[config.mk]
export PLATFORM = sky130hd
export DESIGN_NAME = stage_sequencer_flat
export DESIGN_NICKNAME = d
export VERILOG_FILES = /design/src/rtl/stage_sequencer_if.sv /design/src/rtl/stage_sequencer.sv /design/src/flat_wrapper.sv
export SDC_FILE = /design/constraint.sdc
export NUM_CORES = 1
export LEC_CHECK = 0
export CORE_ASPECT_RATIO = 1.1
export CORE_MARGIN = 8
export CORE_UTILIZATION = 37
export CTS_CLUSTER_SIZE = 8
export DETAILED_ROUTE_END_ITERATION = 7
export GPL_TIMING_DRIVEN = 0
export PLACE_DENSITY = 0.76
export SETUP_SLACK_MARGIN = 0.2
export SLEW_MARGIN = 0
export SYNTH_ARGS = -nofsm -noshare
export SYNTH_HDL_FRONTEND = slang
export SYNTH_SLANG_ARGS = --single-unit
[constraint.sdc]
create_clock -name clk -period 2.3 [get_ports clk]
set_input_delay 0.23 -clock clk [delete_from_list [all_inputs] [get_ports clk]]
set_output_delay 0.23 -clock clk [all_outputs]
set_load 0.1 [all_outputs]
[src/rtl/stage_sequencer_if.sv]
// Memory request/ack handshakes between the stage sequencer and instruction/data memories.
// Latency: wires only; no storage.
// Backpressure: requests are held until the matching ack; acks have no ready return path.
interface stage_sequencer_if;
    logic imem_req_o;
    logic imem_ack_i;
    logic dmem_req_o;
    logic dmem_we_o;
    logic dmem_ack_i;

    // Sequencer side: issues requests, receives acks
    modport master (
        output imem_req_o,
        output dmem_req_o,
        output dmem_we_o,
        input  imem_ack_i,
        input  dmem_ack_i
    );

    // Memory side: receives requests, returns acks
    modport slave (
        input  imem_req_o,
        input  dmem_req_o,
        input  dmem_we_o,
        output imem_ack_i,
        output dmem_ack_i
    );
endinterface

[src/rtl/stage_sequencer.sv]
// Multi-cycle FETCH/DECODE/EXECUTE/MEMORY/WRITEBACK control FSM with per-stage strobes and retire counter.
// Latency: FETCH and MEMORY take one cycle plus ack wait; other stages are exactly one cycle.
// Backpressure: requests are held until ack; STAGE_SEQ_TIMEOUT_EN bounds each wait and faults to HALT.
module stage_sequencer #(
    parameter int unsigned TIMEOUT_CYCLES = 255,
    parameter int unsigned CNT_W          = 32
) (
    input  logic                 clk,
    input  logic                 reset,
    input  logic                 run_i,
    input  logic [31:0]          ir_i,
    stage_sequencer_if.master    bus,
    output logic [2:0]           stage_o,
    output logic                 ir_load_o,
    output logic                 readin_a_o,
    output logic                 readin_b_o,
    output logic                 readin_pass_o,
    output logic                 rf_we_o,
    output logic                 retire_o,
    output logic [CNT_W-1:0]     instret_o,
    output logic                 halt_o,
    output logic                 fault_o
);

    typedef enum logic [2:0] {
        IDLE      = 3'd0,
        FETCH     = 3'd1,
        DECODE    = 3'd2,
        EXECUTE   = 3'd3,
        MEMORY    = 3'd4,
        WRITEBACK = 3'd5,
        HALT      = 3'd6,
        BAD       = 3'd7
    } state_t;

    localparam logic [6:0] OP_LOAD   = 7'b0000011;
    localparam logic [6:0] OP_STORE  = 7'b0100011;
    localparam logic [6:0] OP_SYSTEM = 7'b1110011;
    localparam logic [6:0] OP_BRANCH = 7'b1100011;

    // A zero timeout would fault before any memory could answer
    if (TIMEOUT_CYCLES < 1) begin : g_bad_timeout
        $error("stage_sequencer: TIMEOUT_CYCLES must be at least 1");
    end

    state_t           state_q, state_d;
    logic [CNT_W-1:0] instret_q, instret_d;
    logic             imem_req, dmem_req, dmem_we;
    logic             is_store;
    logic [19:0]      ir_unused;

    // Only opcode and rd are consumed here; the rest of the IR belongs to decode
    assign ir_unused = ir_i[31:12];
    assign is_store  = (ir_i[6:0] == OP_STORE);

`ifdef STAGE_SEQ_TIMEOUT_EN
    localparam int unsigned WAIT_W = (TIMEOUT_CYCLES > 1) ? $clog2(TIMEOUT_CYCLES + 1) : 1;
    localparam logic [WAIT_W-1:0] WAIT_LAST = WAIT_W'(TIMEOUT_CYCLES - 1);

    logic [WAIT_W-1:0] wait_cnt_q, wait_cnt_d;
    logic              fault_q, fault_d;
    logic              waiting, acked;

    assign waiting = (state_q == FETCH) || (state_q == MEMORY);
    assign acked   = ((state_q == FETCH) && bus.imem_ack_i) || ((state_q == MEMORY) && bus.dmem_ack_i);

    // Wait counter is zero outside FETCH/MEMORY and after any ack, so every wait starts fresh
    always_comb begin
        wait_cnt_d = '0;
        fault_d    = fault_q;
        if (waiting && !acked) begin
            wait_cnt_d = wait_cnt_q + WAIT_W'(1);
            if (wait_cnt_q == WAIT_LAST) begin
                fault_d = 1'b1;
            end
        end
    end

    // Timeout state: wait counter and sticky fault flag
    always_ff @(posedge clk or posedge reset) begin
        if (reset) begin
            wait_cnt_q <= '0;
            fault_q    <= 1'b0;
        end else begin
            wait_cnt_q <= wait_cnt_d;
            fault_q    <= fault_d;
        end
    end

    assign fault_o = fault_q;
`else
    assign fault_o = 1'b0;
`endif

    // Next-state and combinational strobes decoded from state, opcode and acks
    always_comb begin
        state_d       = state_q;
        imem_req      = 1'b0;
        dmem_req      = 1'b0;
        dmem_we       = 1'b0;
        ir_load_o     = 1'b0;
        readin_a_o    = 1'b0;
        readin_b_o    = 1'b0;
        readin_pass_o = 1'b0;
        rf_we_o       = 1'b0;
        retire_o      = 1'b0;
        halt_o        = 1'b0;
        case (state_q)
            IDLE: begin
                if (run_i) state_d = FETCH;
            end
            FETCH: begin
                imem_req = 1'b1;
                if (bus.imem_ack_i) begin
                    ir_load_o = 1'b1;
                    state_d   = DECODE;
                end
`ifdef STAGE_SEQ_TIMEOUT_EN
                else if (wait_cnt_q == WAIT_LAST) begin
                    state_d = HALT;
                end
`endif
            end
            DECODE: begin
                readin_a_o    = 1'b1;
                readin_b_o    = 1'b1;
                readin_pass_o = 1'b1;
                state_d       = EXECUTE;
            end
            EXECUTE: begin
                case (ir_i[6:0])
                    OP_LOAD, OP_STORE: state_d = MEMORY;
                    OP_SYSTEM: begin
                        retire_o = 1'b1;
                        state_d  = HALT;
                    end
                    OP_BRANCH: begin
                        retire_o = 1'b1;
                        state_d  = run_i ? FETCH : IDLE;
                    end
                    default: state_d = WRITEBACK;
                endcase
            end
            MEMORY: begin
                dmem_req = 1'b1;
                dmem_we  = is_store;
                if (bus.dmem_ack_i) begin
                    if (is_store) begin
                        retire_o = 1'b1;
                        state_d  = run_i ? FETCH : IDLE;
                    end else begin
                        state_d = WRITEBACK;
                    end
                end
`ifdef STAGE_SEQ_TIMEOUT_EN
                else if (wait_cnt_q == WAIT_LAST) begin
                    state_d = HALT;
                end
`endif
            end
            WRITEBACK: begin
                rf_we_o  = (ir_i[11:7] != 5'd0);
                retire_o = 1'b1;
                state_d  = run_i ? FETCH : IDLE;
            end
            HALT: begin
                halt_o = 1'b1;
            end
            default: state_d = IDLE;
        endcase
    end

    assign instret_d = instret_q + CNT_W'(retire_o);

    // State register and retired-instruction counter
    always_ff @(posedge clk or posedge reset) begin
        if (reset) begin
            state_q   <= IDLE;
            instret_q <= '0;
        end else begin
            state_q   <= state_d;
            instret_q <= instret_d;
        end
    end

    assign bus.imem_req_o = imem_req;
    assign bus.dmem_req_o = dmem_req;
    assign bus.dmem_we_o  = dmem_we;
    assign stage_o        = state_q;
    assign instret_o      = instret_q;

endmodule

[src/flat_wrapper.sv]
// flat-port wrapper written by rule: the top's interface ports become plain ports
module stage_sequencer_flat 
#(
    parameter int unsigned TIMEOUT_CYCLES = 255,
    parameter int unsigned CNT_W          = 32
)
  (clk, reset, run_i, ir_i, stage_o, ir_load_o, readin_a_o, readin_b_o, readin_pass_o, rf_we_o, retire_o, instret_o, halt_o, fault_o, bus_imem_req_o, bus_dmem_req_o, bus_dmem_we_o, bus_imem_ack_i, bus_dmem_ack_i);
  stage_sequencer_if bus_i ();
  input  logic clk;
  input  logic reset;
  input  logic run_i;
  input  logic [31:0] ir_i;
  output logic [2:0] stage_o;
  output logic ir_load_o;
  output logic readin_a_o;
  output logic readin_b_o;
  output logic readin_pass_o;
  output logic rf_we_o;
  output logic retire_o;
  output logic [CNT_W-1:0] instret_o;
  output logic halt_o;
  output logic fault_o;
  output wire logic [$bits(bus_i.imem_req_o)-1:0] bus_imem_req_o;
  output wire logic [$bits(bus_i.dmem_req_o)-1:0] bus_dmem_req_o;
  output wire logic [$bits(bus_i.dmem_we_o)-1:0] bus_dmem_we_o;
  input wire logic [$bits(bus_i.imem_ack_i)-1:0] bus_imem_ack_i;
  input wire logic [$bits(bus_i.dmem_ack_i)-1:0] bus_dmem_ack_i;
  assign bus_imem_req_o = bus_i.imem_req_o;
  assign bus_dmem_req_o = bus_i.dmem_req_o;
  assign bus_dmem_we_o = bus_i.dmem_we_o;
  assign bus_i.imem_ack_i = bus_imem_ack_i;
  assign bus_i.dmem_ack_i = bus_dmem_ack_i;
  stage_sequencer #(.TIMEOUT_CYCLES(TIMEOUT_CYCLES), .CNT_W(CNT_W)) u_core (.clk(clk), .reset(reset), .run_i(run_i), .ir_i(ir_i), .bus(bus_i), .stage_o(stage_o), .ir_load_o(ir_load_o), .readin_a_o(readin_a_o), .readin_b_o(readin_b_o), .readin_pass_o(readin_pass_o), .rf_we_o(rf_we_o), .retire_o(retire_o), .instret_o(instret_o), .halt_o(halt_o), .fault_o(fault_o));
endmodule
==> flow_summary.toml <==
[outcome]
outcome = "finished, violations left"
failing_checks = "setup timing"

[power]
p_int_mw = 1.33
powerDensity_nw_per_um2 = 913
power.clock.fraction_pct = 18.6
p_seq_share_pct = 28.0
p_switching_mw = 1.40
share_of_power_burned_in_combinational_logic_pct = 53.4
finalPower_mw = 2.73
leakage_nw = 1.61
sw_frac_of_total_pct = 51.2
vdd.ir_drop.worst_mv = 0.588

[setup_path]
worst_setup_path_start_kind = "register"
criticalPathCategory = "reg -> reg"
worstPathRequired_ns = 2.52
setup.worst_path.end_class = "register"
worst_ep_arrival_time_ns = 2.52
critical_path.max_fanout = 5

[floorplanning]
initial_core_util_pct = 38.8
fp.dieW_um = 82.8
design.portCount = 83
placement_rows = 26
fp.coreArea_um2 = 4680
die-height_um = 89.5
die_area_um2 = 7410

[sta]
period_share_pct = 100
min_period_ns = 2.31
timing_worst_slew_pin_value_ns = 1.00
finalSetupViolations = 1
clock_skew_ns = 0.00897
finalWorstSetupSlack_ns = -0.00620
finalHoldViolations = 0
timing_max_transition_violations_final = 0
achievable-frequency_mhz = 434
relative_max_transition_margin_pct = 33.6
rsz0062_at_grt = "true"

[yosys]
synth-warning-count = 0
synth-xor-area-share_pct = 14.5
synth.ff_latch_count = 35
synth_mux_area_share_pct = 0
yosys.area_share.adder_pct = 1.38
synth_fp_nets = 213
leading_register_cell_type_out_of_synthesis = "dfrtp_1"
synthDistinctLibCells = 40
synth_top_family_by_area = "simple AND/OR/NAND/NOR gates"
part_of_the_yosys_area_used_for_sequential_elements_pct = 48.2
area_fraction_in_compound_gates_after_synthesis_pct = 5.93
synth-simple-area-share_pct = 24.5
syn-instance-count = 174
async_flop_share_pct = 100
syn_avg_cell_area_um2 = 10.4
synth_enable_flop_cells = 0
mappedNetlistArea_um2 = 1820

[clocking]
cts.clk_slew.worst_paths_ns = 0.08
clkSinkCount = 35
cts_tree = "done"
cts-hold-fix-buffers = 0
cts_root_buffer = "clkbuf_8"
ctsLongestPathBuffers = 2
number_of_buffers_created_by_cts = 5
worst_skew_late_latency_ns = 0.30
clock_tree.htree_level_count = 2

[job]
max-cap-violations = 0

[placed_design]
detailedPlacementHpwl_um = 3560
gpl_wtd_cong = 0.801
placed_cells_incl_taps = 291
port_buffers = 61
placement.setup.worst_slack_ns = -0.795

[detailed_routing]
drt.antenna.violating_nets = 0
drt-initial-drc-count = 145
drc = 0
drt-total-wl_um = 5430
post_drt_wl_per_cell_um = 17.1
first_pass_iters = 4
route.vias.total = 1640
routed_via_count_divided_by_cell_count = 5.16

[global_routing]
antenna_found_initial = 0
grt-ovfl-total = 0
global_route_wire_length_before_repair_um = 8610
groute.usage.overall_pct = 15.1
grt_pass1_vias = 1758
grt_start_max_net_pins = 36

[layout]
post-route-util_pct = 63.9
areaGrowthSynthToFinish_pct = 64.9
antenna-diode-count = 0
finalNonFillerCells = 318
nNetsFinal = 300
fraction_of_layout_instances_using_a_drive_strength_above_1_pct = 32.4

[hold_path]
hold_wc_path_type = "in -> reg"
## repair_timing
item                       4_1_cts  5_1_grt
setup endpoints to repair       59       39
pin swaps                       19        7
gates resized for setup         92       24
cloned                           2        0
buffers inserted                13        4
## registers in the layout, indices dropped and copies added, names as in the netlist
signal	flops
u_core.instret_o	32
u_core.stage_o	3
## cell usage in the layout (no fill, tap or decap), drive strengths merged, types with 11 or more instances in the layout
cell | Yosys | routed
xnor2 | 12 | 12
dfrtp | 35 | 35
nor2 | 13 | 13
buf | 5 | 31
dlygate4sd2 | 0 | 24
nand2 | 11 | 11
clkdlybuf4s50 | 0 | 17
xor2 | 18 | 18
inv | 12 | 12
nand3 | 11 | 11
## per-stage QoR
| stage | setup TNS [ns] | cell area (µm²) | hold WS [ns] |
|---|---|---|---|
| finish | -0.00620 | 2990 | 0.341 |
| global route | -1.62 | 2990 | 0.396 |
| CTS | 0 | 2910 | 0.478 |
| detailed placement | -20.38 | 2640 | 0.468 |
| global placement | -17.92 | 2640 | 0.461 |
| floorplan | -26.65 | 1960 | 0.335 |
## power groups by stage
stage	logic, mW	clock network (mW)	registers (mW)
5_1_grt	1.52	0.548	0.776
4_1_cts	1.45	0.515	0.763
6_report	1.46	0.509	0.764
3_5_place_dp	1.44	0	0.770
3_3_place_gp	1.43	0	0.768
2_1_floorplan	0.677	0	1.20
## logic make-up after synthesis
group | count (synthesis)
compound gates | 15
xor+xnor | 30
fa+ha+maj | 2
buf+inv | 20
flops | 35
other cells | 1
simple gates | 71
## layout make-up
type | instances | area (µm²)
fillers | 375 | 1690
well taps | 56 | 70.1
inverters | 12 | 45.0
plain buffers | 8 | 81.3
repair buffers | 79 | 728
clock buffers | 7 | 96.3
clock inverters | 1 | 7.51
multi-input cells | 120 | 1080
flip-flops and latches | 35 | 887
## cell usage after synthesis (3+ instances only)
master	number	area share [%]
nor4_1	3	1.0
nor3_1	6	1.7
inv_1	12	2.5
xnor2_1	12	5.8
dfrtp_1	35	48
o21ai_0	4	1.1
clkbuf_1	3	0.62
nor2_1	13	2.7
nand4_1	5	1.7
nand3_1	10	2.8
and4_1	5	2.4
nor4_2	4	2.8
xor2_1	18	8.7
buf_4	3	1.2
nand2_1	11	2.3
## critical path, stage by stage (launching register included)
cell	delay, ns
dfrtp_4	0.48
buf_8	0.13
nand3b_1	0.23
o32ai_4	0.17
ha_4	0.20
and4_4	0.23
nand4_1	0.20
buf_6	0.21
nor3_2	0.18
xor2_1	0.19
## worst paths after layout
kind | from | endpoint | slack [ns] | depth (start not counted)
min in group asynchronous | reset | u_core.instret_o[30]$_DFF_PP0_ | 0.38 | 2
max reg2reg | u_core.stage_o[2]$_DFFE_PP0P_ | u_core.instret_o[15]$_DFF_PP0_ | -0.006 | 9
max in group asynchronous | reset | u_core.stage_o[1]$_DFFE_PP0P_ | 1.35 | 2
min | ir_i[4] | u_core.stage_o[2]$_DFFE_PP0P_ | 0.34 | 3
max | u_core.stage_o[2]$_DFFE_PP0P_ | u_core.instret_o[15]$_DFF_PP0_ | -0.006 | 9
min reg2reg | u_core.instret_o[31]$_DFF_PP0_ | u_core.instret_o[31]$_DFF_PP0_ | 0.47 | 1
## per-layer routing
metal / vias up / track usage (%) / routed length, µm
li1: 788 / - / -
met1: 789 / 17.4 / 2190
met2: 49 / 26.0 / 2820
met3: 14 / 3.62 / 280
met4: 0 / 5.97 / 141
met5: - / 0 / 0
No activity file was read; power rests on OpenSTA's default activity.
